<file path="src/rtl/evm_pkg.sv">
// Shared definitions for the EVM ballot-control and vote-counting datapath.
package evm_pkg;

   // Ballot-control FSM states.
   typedef enum logic [2:0] {
      VC_IDLE     = 3'd0,
      VC_ARMED    = 3'd1,
      VC_DEBOUNCE = 3'd2,
      VC_CAST     = 3'd3,
      VC_WAIT_REL = 3'd4
   } vc_state_t;

   // Default number of candidates and debounce depth.
   localparam int EVM_NUM_CAND = 4;
   localparam int EVM_DEBOUNCE = 16;

   // Width of each downstream per-candidate vote counter.
   localparam int EVM_CNT_W    = 4;

endpackage

</file>
<file path="src/rtl/sync2.sv">
// Two-flop synchroniser for asynchronous level inputs; clears to zero on reset.
module sync2 #(
   parameter int W = 1
) (
   input  logic         clk,
   input  logic         reset,
   input  logic [W-1:0] d,
   output logic [W-1:0] q
);

   logic [W-1:0] meta_q;
   logic [W-1:0] sync_q;

   // Two back-to-back capture stages to let metastability settle.
   always_ff @(posedge clk or posedge reset) begin
      if (reset) begin
         meta_q <= '0;
         sync_q <= '0;
      end else begin
         meta_q <= d;
         sync_q <= meta_q;
      end
   end

   assign q = sync_q;

endmodule

</file>
<file path="src/rtl/vote_controller.sv">
// Ballot control: arms on a ballot release edge, debounces one candidate
// button and emits a single one-hot vote pulse per released ballot.
module vote_controller
   import evm_pkg::*;
#(
   parameter int NUM_CAND        = EVM_NUM_CAND,
   parameter int DEBOUNCE_CYCLES = EVM_DEBOUNCE
) (
   input  logic                clk,
   input  logic                reset,
   input  logic                ballot_en,
   input  logic [NUM_CAND-1:0] cand_btn,
   output logic [NUM_CAND-1:0] vote_en,
   output logic                ready,
   output logic                vote_done,
   output logic                err_multi
);

   localparam int CNT_W = $clog2(DEBOUNCE_CYCLES + 1);
   localparam int SEL_W = $clog2(NUM_CAND);
   localparam logic [CNT_W-1:0] CNT_LAST = CNT_W'(DEBOUNCE_CYCLES - 1);

   vc_state_t           state_q, state_d;
   logic [CNT_W-1:0]    cnt_q, cnt_d;
   logic [SEL_W-1:0]    sel_q, sel_d;
   logic [NUM_CAND-1:0] sel_btn_q, sel_btn_d;
   logic                ballot_q;

   logic [NUM_CAND-1:0] btn_s;
   logic                ballot_rise;
   logic                btn_any;
   logic                btn_multi;
   logic                btn_onehot;
   logic [SEL_W-1:0]    btn_idx;

   sync2 #(.W(NUM_CAND)) u_btn_sync (
      .clk   (clk),
      .reset (reset),
      .d     (cand_btn),
      .q     (btn_s)
   );

   // ballot_q resets high so a release held through reset cannot arm a ballot.
   always_ff @(posedge clk or posedge reset) begin
      if (reset) ballot_q <= 1'b1;
      else       ballot_q <= ballot_en;
   end

   assign ballot_rise = ballot_en & ~ballot_q;
   assign btn_any     = |btn_s;
   assign btn_multi   = |(btn_s & (btn_s - 1'b1));
   assign btn_onehot  = btn_any & ~btn_multi;

   // Index of the pressed button; only consumed when exactly one bit is set.
   always_comb begin
      btn_idx = '0;
      for (int i = 0; i < NUM_CAND; i++) begin
         if (btn_s[i]) btn_idx = SEL_W'(i);
      end
   end

   // Next-state logic: one debounced, single-button vote per armed ballot.
   always_comb begin
      state_d   = state_q;
      cnt_d     = cnt_q;
      sel_d     = sel_q;
      sel_btn_d = sel_btn_q;
      case (state_q)
         VC_IDLE: begin
            if (ballot_rise) state_d = VC_ARMED;
         end
         VC_ARMED: begin
            if (btn_onehot) begin
               sel_d     = btn_idx;
               sel_btn_d = btn_s;
               cnt_d     = CNT_W'(1);
               state_d   = VC_DEBOUNCE;
            end
         end
         VC_DEBOUNCE: begin
            if (btn_s == sel_btn_q) begin
               if (cnt_q == CNT_LAST) state_d = VC_CAST;
               else                   cnt_d   = cnt_q + 1'b1;
            end else begin
               // Release, bounce or a change of button restarts the selection.
               cnt_d   = '0;
               state_d = VC_ARMED;
            end
         end
         VC_CAST: begin
            cnt_d   = '0;
            state_d = VC_WAIT_REL;
         end
         VC_WAIT_REL: begin
            if (!btn_any) state_d = VC_IDLE;
         end
         default: state_d = VC_IDLE;
      endcase
   end

   // FSM and selection registers.
   always_ff @(posedge clk or posedge reset) begin
      if (reset) begin
         state_q   <= VC_IDLE;
         cnt_q     <= '0;
         sel_q     <= '0;
         sel_btn_q <= '0;
      end else begin
         state_q   <= state_d;
         cnt_q     <= cnt_d;
         sel_q     <= sel_d;
         sel_btn_q <= sel_btn_d;
      end
   end

   // Pulse outputs come only from registered state so they cannot glitch.
   assign ready     = (state_q == VC_ARMED) || (state_q == VC_DEBOUNCE);
   assign vote_done = (state_q == VC_CAST);
   assign vote_en   = vote_done ? (NUM_CAND'(1) << sel_q) : '0;
   assign err_multi = ready & btn_multi;

endmodule

</file>
<file path="config.mk">
export PLATFORM = sky130hd
export DESIGN_NAME = vote_controller
export DESIGN_NICKNAME = d
export VERILOG_FILES = /design/src/rtl/evm_pkg.sv /design/src/rtl/sync2.sv /design/src/rtl/vote_controller.sv
export SDC_FILE = /design/constraint.sdc
export NUM_CORES = 1
export LEC_CHECK = 0
export ABC_AREA = 1
export BUFFER_PORTS_ARGS = -buffer_cell sky130_fd_sc_hd__buf_2
export CAP_MARGIN = 10
export CORE_ASPECT_RATIO = 0.8
export CORE_MARGIN = 5
export CORE_UTILIZATION = 45
export CTS_BUF_LIST = sky130_fd_sc_hd__clkbuf_2 sky130_fd_sc_hd__clkbuf_4 sky130_fd_sc_hd__clkbuf_8
export DETAILED_ROUTE_END_ITERATION = 8
export MAX_ROUTING_LAYER = met4
export SLEW_MARGIN = 20
export SYNTH_ARGS = -nofsm -noshare
export SYNTH_HDL_FRONTEND = slang
export SYNTH_SLANG_ARGS = --single-unit
</file>
<file path="constraint.sdc">
create_clock -name clk -period 2.5 [get_ports clk]
set_clock_uncertainty 0.05 [all_clocks]
set_input_delay 0.625 -clock clk [delete_from_list [all_inputs] [get_ports clk]]
set_output_delay 0.625 -clock clk [all_outputs]
set_load 0.05 [all_outputs]
</file>
==> results.cfg, run 1 <==
[global_route]
grt_pass1_wl_um = 3860
grt-ovfl-total = 0
grt_pass1_vias = 894
antenna_found_initial = 0
grt_start_max_net_pins = 24
grt_use_total_pct = 13.8

[floorplanning]
die_h_um = 55.5
initial_core_util_pct = 47.2
dieArea_mm2 = 0.00371
rows = 16
io_pins = 14
die_w_um = 66.8
core_region_area_mm2 = 0.00246

[cts]
path_clk_slew_ps = 130
h-tree-depth = 1
cts.sinks = 23
clk_latency_ps = 310
cts_tree = done
cts_hold_buf = 0
cts_made_buffers = 3
cts-root-buf = clkbuf_4
clock_path_buffers = 2
cts_repair_resize_count = 0
cts.repair_timing.setup_buffer_count = 0

[yosys]
synth_edf_count = 0
synthTopCellsByCount = nand2_1 (46), dfrtp_1 (22), inv_1 (20), nor2_1 (13), nand3_1 (9)
synth_cell_types = 22
ys_top_cells_by_area = dfrtp_1 (47%), nand2_1 (15%), inv_1 (6.5%)
synth_largest_area_cell = dfrtp_1
netlist_area_mm2 = 0.00116
synth_top_area_share_pct = 47.4
synth.net_count = 155
ys_ff_latch = 23
synth_top_flop_cell = dfrtp_1
yosysWarnings = 0
syn_inst = 146
synth.yosys.seq_area_share_pct = 49.6
ys_async_sr_fraction_pct = 100
avgSynthCellArea_um2 = 7.96
synth.most_common_cell = nand2_1

[drt]
antenna_left = 0
avgViaCountPerCell = 4.71
via_count = 938
wirelength_um = 2190
drc = 0
drtIter0Drc = 32
wl_per_cell_um = 11.0
dr.pass1.iters = 4

[hold_path]
hp-class = input pin to async pin

[timing]
fmax_ghz = 0.442
slew_viol_final = 0
post-route-period-util_pct = 90.6
finalCriticalPeriod_ps = 2260
maxSlewHeadroom_pct = 80.5
fin_setup_tns_ps = 0
grt_setup_unrepaired = no
final_hold_viol_count = 0
worstMarginPinSlew_ps = 292
setup_viol = 0

[worst_setup_path]
crit_fanout = 5
arrival_ps = 1590
r2r_start = cnt_q[0]$_DFFE_PP0P_
path_class = flip-flop to output pin
critPathCaptureType = output pin
cp-startpoint = state_q[1]$_DFFE_PP0P_
required_ps = 1820
start_kind = flip-flop

[pwr]
peakVddDrop_mv = 0.739
p_leak_uw = 0.000692
powerDensity_mw_per_mm2 = 992

[final_layout]
fin_cells = 199
nets = 173
antenna_cells = 0
syn_to_final_growth_pct = 11.7
n_fill_cell = 249
drive_gt1_share_pct = 19.6

[status]
status = finished, final reports clean

[placement]
portBuffers = 13
dp_hpwl_um = 1670
placed_cells = 195
routabilityCongestion = 0.858

[flow_run]
cap_violations = 0
routing by layer:
layer | GRT usage [%] | wire [µm] | vias to the layer above
met1 | 18.9 | 1110 | 427
met5 | - | 0 | -
met4 | 2.61 | 13 | 0
met2 | 19.8 | 946 | 23
met3 | 4.87 | 122 | 2
li1 | - | - | 486
sequential cells by signal, indices dropped and copies added (netlist names):
signal	cells
u_btn_sync.meta_q	4
u_btn_sync.q	4
sel_q	2
sel_btn_q	4
ballot_q	1
state_q	3
cnt_q	5
through the flow:
stage	utilization, %	power, µW	cell area (µm²)	setup slack [ps]	hold WS, ps
after floorplan	-	1000	1160	97.2	281
after global placement	51.5	1100	1270	663	284
after detailed placement	51.5	1120	1270	596	286
after CTS	52.7	1300	1300	212	267
after global routing	52.7	1400	1300	85.9	285
final	52.7	1290	1300	236	270
logic make-up after synthesis:
logic type	after synthesis	synth area share (%)
compound gates	12	5.60
buf+inv	24	8.40
fa+ha+maj	2	2.15
xor+xnor	2	1.51
simple gates	83	32.7
flops	23	49.6
report_power, final:
part | switching (µW) | leakage [µW] | internal (µW)
logic | 412 | 0.000394 | 169
registers | 72.2 | 0.000284 | 456
clock network | 118 | 0.0000139 | 61.1
total | 603 | 0.000692 | 686
area by class of cell:
type                       count  area (µm²)  area share (%)
timing repair buffer          14        72.6            5.59
inverter                      23        86.3            6.65
multi-input combinational     99         488            37.6
clock buffer                   3        22.5            1.73
clock inverter                 1        7.51           0.578
sequential                    23         577            44.4
tap                           36        45.0            3.47
critical path: stages (launching register included):
cell	delay, ps
dfrtp_1	460
nor3_2	280
inv_2	100
a21oi_1	150
buf_2	290
cell usage in the layout, fill, tap and decap left out, types with 2 or more instances in the layout:
| master | synthesis | routed |
|---|---|---|
| nand3_1 | 9 | 9 |
| nand3_2 | 2 | 2 |
| nand2_1 | 46 | 46 |
| dfrtp_1 | 22 | 22 |
| o211ai_1 | 2 | 2 |
| o21ai_1 | 4 | 4 |
| ha_1 | 2 | 2 |
| a21oi_1 | 2 | 2 |
| o21ai_0 | 4 | 4 |
| clkbuf_4 | 0 | 3 |
| inv_1 | 20 | 20 |
| nor2_1 | 13 | 13 |
| nand2_2 | 4 | 4 |
| buf_2 | 0 | 13 |
| inv_2 | 3 | 3 |
| nor3_1 | 5 | 5 |
path summary, 6_finish.rpt:
check / end / slack (ps) / cells after the start
worst min-delay path: sel_btn_q[3]$_DFFE_PP0P_ / 270 / 3
worst max-delay path: err_multi / 240 / 4
worst max register to register: state_q[0]$_DFFE_PP0P_ / 980 / 8
worst min register to register: u_btn_sync.q[0]$_DFF_PP0_ / 320 / 0
min in group clk: u_btn_sync.q[0]$_DFF_PP0_ / 320 / 0
max in group asynchronous: ballot_q$_DFF_PP1_ / 1850 / 3
Note: power is estimated with default switching activity, not from simulation.
==> run 2, diff against run 1 <==
--- a/config.mk
+++ b/config.mk
@@ -6,13 +6,13 @@
 export NUM_CORES = 1
 export LEC_CHECK = 0
 export ABC_AREA = 1
-export BUFFER_PORTS_ARGS = -buffer_cell sky130_fd_sc_hd__buf_2
 export CAP_MARGIN = 10
 export CORE_ASPECT_RATIO = 0.8
 export CORE_MARGIN = 5
 export CORE_UTILIZATION = 45
 export CTS_BUF_LIST = sky130_fd_sc_hd__clkbuf_2 sky130_fd_sc_hd__clkbuf_4 sky130_fd_sc_hd__clkbuf_8
 export DETAILED_ROUTE_END_ITERATION = 8
+export DONT_BUFFER_PORTS = 1
 export MAX_ROUTING_LAYER = met4
 export SLEW_MARGIN = 20
 export SYNTH_ARGS = -nofsm -noshare
==> results.cfg, run 2 (same netlist as run 1, synthesis figures left out) <==
[drt]
drtIter0Drc = 35
wl_per_cell_um = 11.9
wirelength_um = 2260
drc = 0
via_count = 900
antenna_left = 0
dr.pass1.iters = 4
avgViaCountPerCell = 4.74

[pwr]
p_sw_share_pct = 47.5
p_int_uw = 679
peakVddDrop_mv = 0.729
p_seq_share_pct = 41.2
p_leak_uw = 0.000654
p_total_uw = 1290
powerDensity_mw_per_mm2 = 1020
power.share.clock_pct = 13.5
pwr-share-comb_pct = 45.3
p_sw_uw = 614

[worst_setup_path]
start_kind = flip-flop
critPathCaptureType = output pin
arrival_ps = 1560
cp_slowest_cell = dfrtp_1
r2r_cells = 8
path_class = flip-flop to output pin
endpoint = vote_en[2]
cp_cell_sequence = inv_1 > nand3_1 > nor3_1 > buf_4
slowest_delay_ps = 450
r2r_slack_ps = 950
critPathBufInv = 2
cp-startpoint = state_q[2]$_DFFE_PP0P_
worstReg2RegEnd = state_q[0]$_DFFE_PP0P_
crit_fanout = 7
required_ps = 1820
r2r_start = cnt_q[0]$_DFFE_PP0P_
path_depth = 4
crit_family = flip-flops

[flow_run]
cap_violations = 0

[cts]
cts_tree = done
cts.sinks = 23
clk_latency_ps = 320
cts_made_buffers = 3
cts-root-buf = clkbuf_4
cts_hold_buf = 0
clock_path_buffers = 2
cts.repair_timing.setup_buffer_count = 0
cts_repair_resize_count = 0
h-tree-depth = 1
path_clk_slew_ps = 120

[global_route]
grt_pass1_wl_um = 3970
grt_use_met1_pct = 19.4
grt_pass1_vias = 920
grt-ovfl-total = 0
antenna_found_initial = 0
grt_start_max_net_pins = 24
met2_usage_pct = 21.0
grt_use_total_pct = 14.3
grt.busiest_layer = met2
gr-usage-met3_pct = 4.46

[final_layout]
fin_cells = 190
drive_gt1_share_pct = 14.9
syn_to_final_growth_pct = 8.72
layout_common_cells = nand2_1 (46), dfrtp_1 (22), inv_1 (20)
largest_reg_flops = 5
utilization_pct = 51.3
nets = 164
antenna_cells = 0
final_common_cell = nand2_1
top_register = cnt_q

[floorplanning]
rows = 16
dieArea_mm2 = 0.00371
core_region_area_mm2 = 0.00246
die_h_um = 55.5
initial_core_util_pct = 47.2
io_pins = 14
die_w_um = 66.8

[placement]
portBuffers = 0
placed_cells = 186
dp_hpwl_um = 1790
routabilityCongestion = 0.879

[timing]
finalCriticalPeriod_ps = 2240
maxSlewHeadroom_pct = 43.4
fmax_ghz = 0.447
grt_setup_unrepaired = no
post-route-period-util_pct = 89.5
worstMarginPinSlew_ps = 848
setup_viol = 0
slew_viol_final = 0
final_hold_viol_count = 0
fin_setup_tns_ps = 0
hold_ws_ps = 249

[hold_path]
hold_path.startpoint = ballot_en
hp-class = input pin to flip-flop

[status]
status = finished, final reports clean
## run 2: cell count changes in the layout (fill, tap and decap cells not counted), sizes merged
cell  before  now
buf       14    5
## run 2: worst register-to-register path, stage by stage (launching register included)
cell	delay, ps
dfrtp_1	450
ha_1	240
nand2_1	70
nor2_1	40
ha_1	190
inv_1	70
nand3_1	140
nand3_1	120
nand2_1	60
## run 2: layout make-up
type,count,area (µm²)
fillers,234,1200
flip-flops and latches,23,577
multi-input cells,99,488
inverters,23,86.3
well taps,36,45.0
repair buffers,5,37.5
clock buffers,3,22.5
clock inverters,1,7.51
## run 2: stage by stage
stage,instance area (µm²),setup slack [ps]
floorplan,1160,97.2
global placement,1230,676
detailed placement,1230,591
CTS,1260,218
global route,1260,137
finish,1260,262
## run 2: how the worst min path moves through the flow
stage	slack, ps	to	cells past startpoint
global route	210	ballot_q$_DFF_PP1_	0
CTS	230	ballot_q$_DFF_PP1_	0
detailed placement	290	u_btn_sync.q[3]$_DFF_PP0_	0
finish	250	ballot_q$_DFF_PP1_	0
global placement	280	u_btn_sync.q[0]$_DFF_PP0_	0
floorplan	280	u_btn_sync.q[0]$_DFF_PP0_	0
## run 2: power by group through the flow
stage | clock [µW] | combinational (µW) | sequential (µW)
after floorplan | 0 | 484 | 518
after global placement | 0 | 564 | 531
after global routing | 199 | 654 | 540
after detailed placement | 0 | 584 | 537
final | 175 | 586 | 532
after CTS | 184 | 586 | 529
## run 2: per-layer routing
layer  up-vias  part of all wire (%)  wire, µm
li1        466                     -         -
met1       414                    49      1100
met2        18                    47      1070
met3         2                   3.7        83
met4         0                  0.44        10
met5         -                     0         0
==> run 3, diff against run 2 <==
--- a/config.mk
+++ b/config.mk
@@ -14,6 +14,7 @@
 export DETAILED_ROUTE_END_ITERATION = 8
 export DONT_BUFFER_PORTS = 1
 export MAX_ROUTING_LAYER = met4
+export PLACE_DENSITY = 0.68
 export SLEW_MARGIN = 20
 export SYNTH_ARGS = -nofsm -noshare
 export SYNTH_HDL_FRONTEND = slang
==> results.cfg, run 3 (same netlist as run 1, synthesis figures left out) <==
[status]
status = finished, final reports clean

[cts]
cts_hold_buf = 0
clock_path_buffers = 2
path_clk_slew_ps = 130
clk_latency_ps = 320
cts.sinks = 23
cts.repair_timing.setup_buffer_count = 0
cts_repair_resize_count = 0
cts_made_buffers = 3
cts-root-buf = clkbuf_4
cts_tree = done
h-tree-depth = 1

[pwr]
powerDensity_mw_per_mm2 = 1010
p_sw_share_pct = 46.8
power.share.clock_pct = 13.8
p_total_uw = 1280
p_seq_share_pct = 41.2
pwr-share-comb_pct = 45.1
peakVddDrop_mv = 0.527
p_leak_uw = 0.000654
p_int_uw = 679
p_sw_uw = 598

[worst_setup_path]
required_ps = 1820
arrival_ps = 1570
worstReg2RegEnd = cnt_q[3]$_DFFE_PP0P_
r2r_cells = 10
r2r_slack_ps = 980
crit_fanout = 5
cp-startpoint = state_q[1]$_DFFE_PP0P_
path_class = flip-flop to output pin
start_kind = flip-flop
r2r_start = u_btn_sync.q[0]$_DFF_PP0_
critPathCaptureType = output pin

[floorplanning]
initial_core_util_pct = 47.2
rows = 16
io_pins = 14
dieArea_mm2 = 0.00371
die_w_um = 66.8
core_region_area_mm2 = 0.00246
die_h_um = 55.5

[hold_path]
hp-class = input pin to flip-flop
hold_path.startpoint = ballot_en
hold_depth = 0
holdPathEnd = ballot_q$_DFF_PP1_

[placement]
portBuffers = 0
routabilityCongestion = 0.831
dp_hpwl_um = 1610
dp_slack_ps = 622
placed_cells = 186

[final_layout]
nets = 164
layout_common_cells = nand2_1 (46), dfrtp_1 (22), inv_1 (20)
antenna_cells = 0
fin_cells = 190
syn_to_final_growth_pct = 8.72
largest_reg_flops = 5
drive_gt1_share_pct = 14.9
n_fill_cell = 242
final_common_cell = nand2_1
top_register = cnt_q

[timing]
setup_viol = 0
fin_setup_tns_ps = 0
finalCriticalPeriod_ps = 2240
fmax_ghz = 0.446
slew_viol_final = 0
final_hold_viol_count = 0
maxSlewHeadroom_pct = 43.4
worstMarginPinSlew_ps = 848
layout_setup_ws_ps = 259
grt_setup_unrepaired = no
post-route-period-util_pct = 89.6

[global_route]
antenna_found_initial = 0
grt-ovfl-total = 0
grt_use_total_pct = 12.9
grt_start_max_net_pins = 24
grt_pass1_vias = 845
grt_pass1_wl_um = 3610

[drt]
dr.pass1.iters = 4
wl_per_cell_um = 10.7
avgViaCountPerCell = 4.81
drtIter0Drc = 41
antenna_left = 0
via_count = 913
wirelength_um = 2040
drc = 0

[flow_run]
cap_violations = 0
==> run 3: cell counts in the layout (fill, tap and decap cells not counted) <==
Identical to the previous run, type by type.
==> run 3: critical path: stages (launching register included) <==
cell	delay (ps)
dfrtp_1	460
nor3_2	310
inv_2	110
nand2_1	370
==> run 3: metal layers <==
layer | wire length (µm) | share of wire (%) | global-route usage [%] | vias up
li1 | - | - | - | 469
met1 | 988 | 48 | 16.6 | 419
met2 | 919 | 45 | 19.2 | 20
met3 | 109 | 5.3 | 4.46 | 5
met4 | 22 | 1.1 | 3.48 | 0
met5 | 0 | 0 | - | -
==> run 3: worst max-delay path by stage <==
stage	endpoint	slack, ps	cells after the start
2_1_floorplan	vote_en[0]	100	3
3_3_place_gp	ready	690	3
3_5_place_dp	ready	620	3
4_1_cts	ready	250	3
5_1_grt	err_multi	160	4
6_report	ready	260	3
==> run 3: cell type report <==
cell class                 instances  area (µm²)  area share [%]
inverter                          23        86.3            6.83
multi-input combinational         99         488            38.6
timing repair buffer               5        37.5            2.97
clock inverter                     1        7.51           0.594
tap                               36        45.0            3.56
clock buffer                       3        22.5            1.78
sequential                        23         577            45.6
==> run 3: per-stage QoR <==
step / cell area [µm²] / hold slack [ps] / utilization, %
after floorplan: 1160 / 281 / -
after global placement: 1230 / 282 / 50.1
after detailed placement: 1230 / 285 / 50.1
after CTS: 1260 / 227 / 51.3
after global routing: 1260 / 203 / 51.3
final: 1260 / 232 / 51.3
==> run 3: power groups by stage <==
stage / Sequential, µW / Clock, µW / Combinational (µW)
6_report: 526 / 176 / 575
5_1_grt: 542 / 207 / 640
4_1_cts: 525 / 183 / 578
3_5_place_dp: 532 / 0 / 578
3_3_place_gp: 527 / 0 / 561
2_1_floorplan: 518 / 0 / 484
